--- config.mk ---
export PLATFORM = sky130hd
export DESIGN_NAME = regfile_wb_arbiter
export DESIGN_NICKNAME = d
export VERILOG_FILES = /design/src/rtl/kianv_wb_pkg.sv /design/src/rtl/wb_fifo.sv /design/src/rtl/regfile_wb_arbiter.sv
export SDC_FILE = /design/constraint.sdc
export NUM_CORES = 1
export LEC_CHECK = 0
export BUFFER_PORTS_ARGS = -buffer_cell sky130_fd_sc_hd__buf_2
export CORE_AREA = 3 3 128 130
export CTS_CLUSTER_DIAMETER = 200
export DETAILED_ROUTE_END_ITERATION = 16
export DIE_AREA = 0 0 131 133
export PLACE_DENSITY = 0.72
export SETUP_SLACK_MARGIN = 0.05
export SLEW_MARGIN = 20
export SYNTH_ARGS = -nofsm -noshare
export SYNTH_HDL_FRONTEND = slang
export SYNTH_SLANG_ARGS = --single-unit
--- constraint.sdc ---
create_clock -name clk -period 3.2 [get_ports clk]
set_input_delay 0.64 -clock clk [delete_from_list [all_inputs] [get_ports clk]]
set_output_delay 0.64 -clock clk [all_outputs]
set_load 0.05 [all_outputs]
--- src/rtl/kianv_wb_pkg.sv ---
// Shared widths and the write-back payload type used by the arbiter and its
// long-latency result buffer.
package kianv_wb_pkg;

  localparam int unsigned XLEN       = 32;
  localparam int unsigned REG_ADDR_W = 5;
  localparam int unsigned NUM_REGS   = 32;

  typedef struct packed {
    logic [REG_ADDR_W-1:0] rd;
    logic [XLEN-1:0]       wd;
  } wb_entry_t;

endpackage

--- src/rtl/wb_fifo.sv ---
// Synchronous FIFO of write-back entries buffering long-latency results
// while the core datapath owns the register-file write port.
module wb_fifo
  import kianv_wb_pkg::*;
#(
  parameter int unsigned DEPTH = 2
) (
  input  logic      clk,
  input  logic      rst,
  input  logic      push,
  input  logic      pop,
  input  wb_entry_t din,
  output wb_entry_t head,
  output logic      full,
  output logic      empty
);

  localparam int unsigned PTR_W = (DEPTH > 1) ? $clog2(DEPTH) : 1;
  localparam int unsigned CNT_W = PTR_W + 1;

  wb_entry_t        mem [DEPTH];
  logic [PTR_W-1:0] wr_ptr;
  logic [PTR_W-1:0] rd_ptr;
  logic [CNT_W-1:0] count;

  assign full  = (count == CNT_W'(DEPTH));
  assign empty = (count == '0);
  assign head  = mem[rd_ptr];

  // Storage carries no reset; occupancy is tracked by count alone.
  always_ff @(posedge clk) begin
    if (push) begin
      mem[wr_ptr] <= din;
    end
  end

  always_ff @(posedge clk) begin
    if (rst) begin
      wr_ptr <= '0;
      rd_ptr <= '0;
      count  <= '0;
    end else begin
      if (push) wr_ptr <= wr_ptr + PTR_W'(1);
      if (pop)  rd_ptr <= rd_ptr + PTR_W'(1);
      case ({push, pop})
        2'b10:   count <= count + CNT_W'(1);
        2'b01:   count <= count - CNT_W'(1);
        default: count <= count;
      endcase
    end
  end

endmodule

--- src/rtl/regfile_wb_arbiter.sv ---
// Register-file write-port arbiter: core datapath first, buffered long-latency
// results otherwise, plus a pending-destination scoreboard for RAW stalls.
module regfile_wb_arbiter #(
  parameter int unsigned FIFO_DEPTH = 2,
  parameter int unsigned XLEN       = 32
) (
  input  logic            clk,
  input  logic            rst,
  input  logic            core_we,
  input  logic [4:0]      core_rd,
  input  logic [XLEN-1:0] core_wd,
  input  logic            lu_valid,
  output logic            lu_ready,
  input  logic [4:0]      lu_rd,
  input  logic [XLEN-1:0] lu_wd,
  input  logic            issue_valid,
  input  logic [4:0]      issue_rd,
  input  logic [4:0]      rs1,
  input  logic [4:0]      rs2,
  output logic            busy_rs1,
  output logic            busy_rs2,
  output logic            busy_rd,
  output logic            rf_we,
  output logic [4:0]      rf_a3,
  output logic [XLEN-1:0] rf_wd,
  output logic            lu_pending
);
  import kianv_wb_pkg::*;

  logic                full;
  logic                empty;
  logic                push;
  logic                pop;
  logic                bypass;
  logic                lu_acc;
  logic                sel_valid;
  logic                sel_lu;
  wb_entry_t           head;
  wb_entry_t           lu_entry;
  wb_entry_t           sel;
  logic [NUM_REGS-1:0] sb;
  logic [NUM_REGS-1:0] sb_next;
  logic                src_lu;

  assign lu_entry = '{rd: lu_rd, wd: lu_wd};
  // No fall-through when full, and nothing accepted while in reset.
  assign lu_ready = !full && !rst;
  assign lu_acc   = lu_valid && lu_ready;
  assign push     = lu_acc && !bypass;

  wb_fifo #(
    .DEPTH (FIFO_DEPTH)
  ) u_fifo (
    .clk   (clk),
    .rst   (rst),
    .push  (push),
    .pop   (pop),
    .din   (lu_entry),
    .head  (head),
    .full  (full),
    .empty (empty)
  );

  // Strict priority: core, then buffered head, then direct bypass.
  always_comb begin
    sel_valid = 1'b0;
    sel_lu    = 1'b0;
    sel       = '0;
    pop       = 1'b0;
    bypass    = 1'b0;
    if (core_we) begin
      sel_valid = 1'b1;
      sel       = '{rd: core_rd, wd: core_wd};
    end else if (!empty) begin
      sel_valid = 1'b1;
      sel_lu    = 1'b1;
      sel       = head;
      pop       = 1'b1;
    end else if (lu_acc) begin
      sel_valid = 1'b1;
      sel_lu    = 1'b1;
      sel       = lu_entry;
      bypass    = 1'b1;
    end
  end

  always_ff @(posedge clk) begin
    if (rst) begin
      rf_we  <= 1'b0;
      rf_a3  <= '0;
      rf_wd  <= '0;
      src_lu <= 1'b0;
    end else begin
      rf_we  <= sel_valid && (sel.rd != '0);
      src_lu <= sel_valid && sel_lu && (sel.rd != '0);
      if (sel_valid) begin
        rf_a3 <= sel.rd;
        rf_wd <= sel.wd;
      end
    end
  end

  // Clear on commit of an lu-sourced write; a same-edge issue re-sets the bit.
  always_comb begin
    sb_next = sb;
    if (rf_we && src_lu) sb_next[rf_a3] = 1'b0;
    if (issue_valid && (issue_rd != '0)) sb_next[issue_rd] = 1'b1;
    sb_next[0] = 1'b0;
  end

  always_ff @(posedge clk) begin
    if (rst) sb <= '0;
    else     sb <= sb_next;
  end

  assign busy_rs1   = sb[rs1];
  assign busy_rs2   = sb[rs2];
  assign busy_rd    = sb[issue_rd];
  assign lu_pending = (|sb) || !empty;

  a_issue_to_pending: assert property (@(posedge clk) disable iff (rst)
    !(issue_valid && (issue_rd != '0) && sb[issue_rd]));

  a_core_to_pending: assert property (@(posedge clk) disable iff (rst)
    !(core_we && (core_rd != '0) && sb[core_rd]));

endmodule

==> results.cfg <==
[run_status]
outcome = complete, no violations

[clock_tree]
cts_resized = 0
htreeDepth = 4
cts_sinks = 149
postCtsSetupBuffers = 0
hold_buffers = 0
cts_buffers = 17
clockBufferDepth = 2
clkTransAtPathRegs_ps = 60
cts_tree = yes
clk_latency_ps = 420
clock-root-buffer = clkbuf_16

[synthesis]
synth.top_cell.area_share_pct = 32.5
yosys-top-cells-area = edfxtp_1 33%, dfxtp_1 22%, mux4_2 8.2%, mux2i_1 5.4%, a21oi_1 4.8%
ys_seq_area_share_pct = 54.5
synth_flop_cell = dfxtp_1
synth_seq_cells = 149
synth_area_leader_cell = edfxtp_1
avgSynthCellArea_um2 = 10.9
synth_cell_types = 48
async_flop_share_pct = 0
synth_nets = 719
synth_area_mm2 = 0.00683
syn_inst = 624
synth_edf_count = 74
ys_warn_count = 0

[grt]
antenna_found_initial = 3
overflow = 0
grt_max_degree = 47
grt_pass1_wl_um = 28100
grtUsageTotal_pct = 20.6
grt_pass1_vias = 5430

[cells_and_area]
utilization_pct = 54.4
area_growth_pct = 21.5
diodes = 0
multiInputGateArea_mm2 = 0.00291
final_common_cell = buf_2
drive_above_1_share_pct = 28.5
nets = 844
layout_common_cells = 136 x buf_2, 76 x nor2_1, 74 x dfxtp_1, 74 x edfxtp_1, 65 x a21oi_1
seq_area_mm2 = 0.00372
fill_cells = 1319

[timing]
max_slew_margin_pct = 53.5
setup_ws_ps = 192
fin_crit_sh_pct = 94.0
fin_skew_ps = 5.82
fin_setup_tns_ps = 0
finalHoldViolations = 0
drv_slew = 0
finalCriticalPeriod_ps = 3010
rsz0062_at_grt = false
setup_viol = 0
tightest_slew_ps = 696
clock.fmax_ghz = 0.332

[drt]
drt_first_iter_violations = 407
routed_wl_um = 17800
ant_nets = 0
vias = 5488
vias_per_cell = 5.64
firstDrtPassIters = 7
drc = 0
wl_per_cell_um = 18.3

[pwr]
pwr-share-seq_pct = 39.8
p_clk_share_pct = 32.5
ir_worst_vdd_mv = 0.465
intPower_mw = 3.87
powerDensity_mw_per_mm2 = 711
swShare_pct = 34.3
p_comb_share_pct = 27.7
leakage_nw = 3.07
power_switching_mw = 2.03

[floorplan]
rows = 45
chipWidth_um = 131
dieArea_mm2 = 0.0174
die_h_um = 133
design.core.area_mm2 = 0.0153
start_util_pct = 44.8
pin_count = 137

[worst_setup_path]
r2r_setup_slack_ps = 1050
worst_setup_path_end_kind = output port
reg2reg_depth = 6
r2r_end = src_lu
path_max_fanout = 9
worst_setup_path_start_kind = primary input
crit_required_ps = 2560
path_cells = buf_2 -> mux4_2 -> mux4_2 -> mux2_2 -> buf_2
worst_path_max_delay_cell = mux4_2
cpPeakStageDelay_ps = 540
crit_arrival_ps = 2370
worst-setup-path-type = in2out

[placement]
io_buffers = 136
place_congestion = 0.896
dp_hpwl_um = 12700
place_ws_ps = 182

[min_path]
hold_path_depth = 1
min_from = lu_wd[13]
hold_end = u_fifo.mem[0][13]
hp-class = in2reg

[run]
drv_cap = 0
[Yosys cell counts, types with 3 or more instances]
cell      instances
nor2_1           78
dfxtp_1          75
edfxtp_1         74
a21oi_1          65
nand2_1          47
mux2i_1          37
a211oi_1         36
nor3_1           35
o21ai_0          32
clkbuf_1         29
mux4_2           25
buf_2            14
nor4_1            7
o21ai_1           5
a22oi_1           4
inv_1             4
nand4_1           4
nor3b_1           4
or3_1             4
and3b_1           3
mux2_1            3
mux2_2            3
nand3b_1          3
[how the worst max path moves through the flow]
| stage | startpoint | end | cells after the start |
|---|---|---|---|
| finish | rs2[0] | busy_rs2 | 5 |
| global route | rs2[0] | busy_rs2 | 5 |
| CTS | rs2[0] | busy_rs2 | 5 |
| detailed placement | rs2[0] | busy_rs2 | 5 |
| global placement | rs1[0] | busy_rs1 | 5 |
| floorplan | core_we | u_fifo.mem[0][0] | 4 |
[cell type report]
| class | instances | area share (%) |
|---|---|---|
| inverters | 4 | 0.181 |
| multi-input cells | 426 | 35.1 |
| repair buffers | 151 | 9.71 |
| well taps | 211 | 3.18 |
| flip-flops and latches | 149 | 44.9 |
| clock inverters | 12 | 1.57 |
| clock buffers | 20 | 5.38 |
[power groups by stage]
stage,Sequential [mW],Clock [mW],Combinational (mW)
floorplan,2.65,0,0.923
global placement,2.38,0,1.59
detailed placement,2.39,0,1.63
CTS,2.35,1.95,1.64
global route,2.37,2.02,1.76
finish,2.35,1.92,1.63
[routing by layer]
layer	wire length, um	global-route usage [%]	vias up
met4	333	7.20	6
met2	8730	32.9	248
met5	28	0	-
met1	7250	26.1	2605
li1	-	-	2591
met3	1490	6.74	38
[state kept, by name, summed over array words and instances (netlist names), named ones only]
name and flops:
rf_a3 5, u_fifo.mem 74, rf_wd 32, u_fifo.count 2, src_lu 1, u_fifo.rd_ptr 1, rf_we 1, u_fifo.wr_ptr 1
sb 31
[worst max-delay path: cells and delay by family]
kind / cells / cell delay, ps
multiplexers: 3 / 1290
buffers and inverters: 2 / 440
[logic make-up (layout without fill, tap and decap cells)]
kind of cell / Yosys count / in the layout / share of synthesized area, %
AOI/OAI and AO/OA: 150 / 150 / 13.1
and+or+nand+nor: 203 / 203 / 14.0
adders and majority gates: 1 / 1 / 0.183
buffers and inverters: 49 / 187 / 3.06
muxes: 68 / 68 / 14.7
DFF: 149 / 149 / 54.5
xor gates and xnor gates: 4 / 4 / 0.513
[metrics by stage]
step                      hold slack, ps  area (um2)  cells  total power, mW
after global routing                 407        8300    973             6.15
after global placement               444        7720    941             3.97
final                                426        8300    973             5.90
after floorplan                      472        6830    624             3.57
after CTS                            404        8300    973             5.94
after detailed placement             457        7720    941             4.02
No activity file was read; power rests on OpenSTA's default activity.
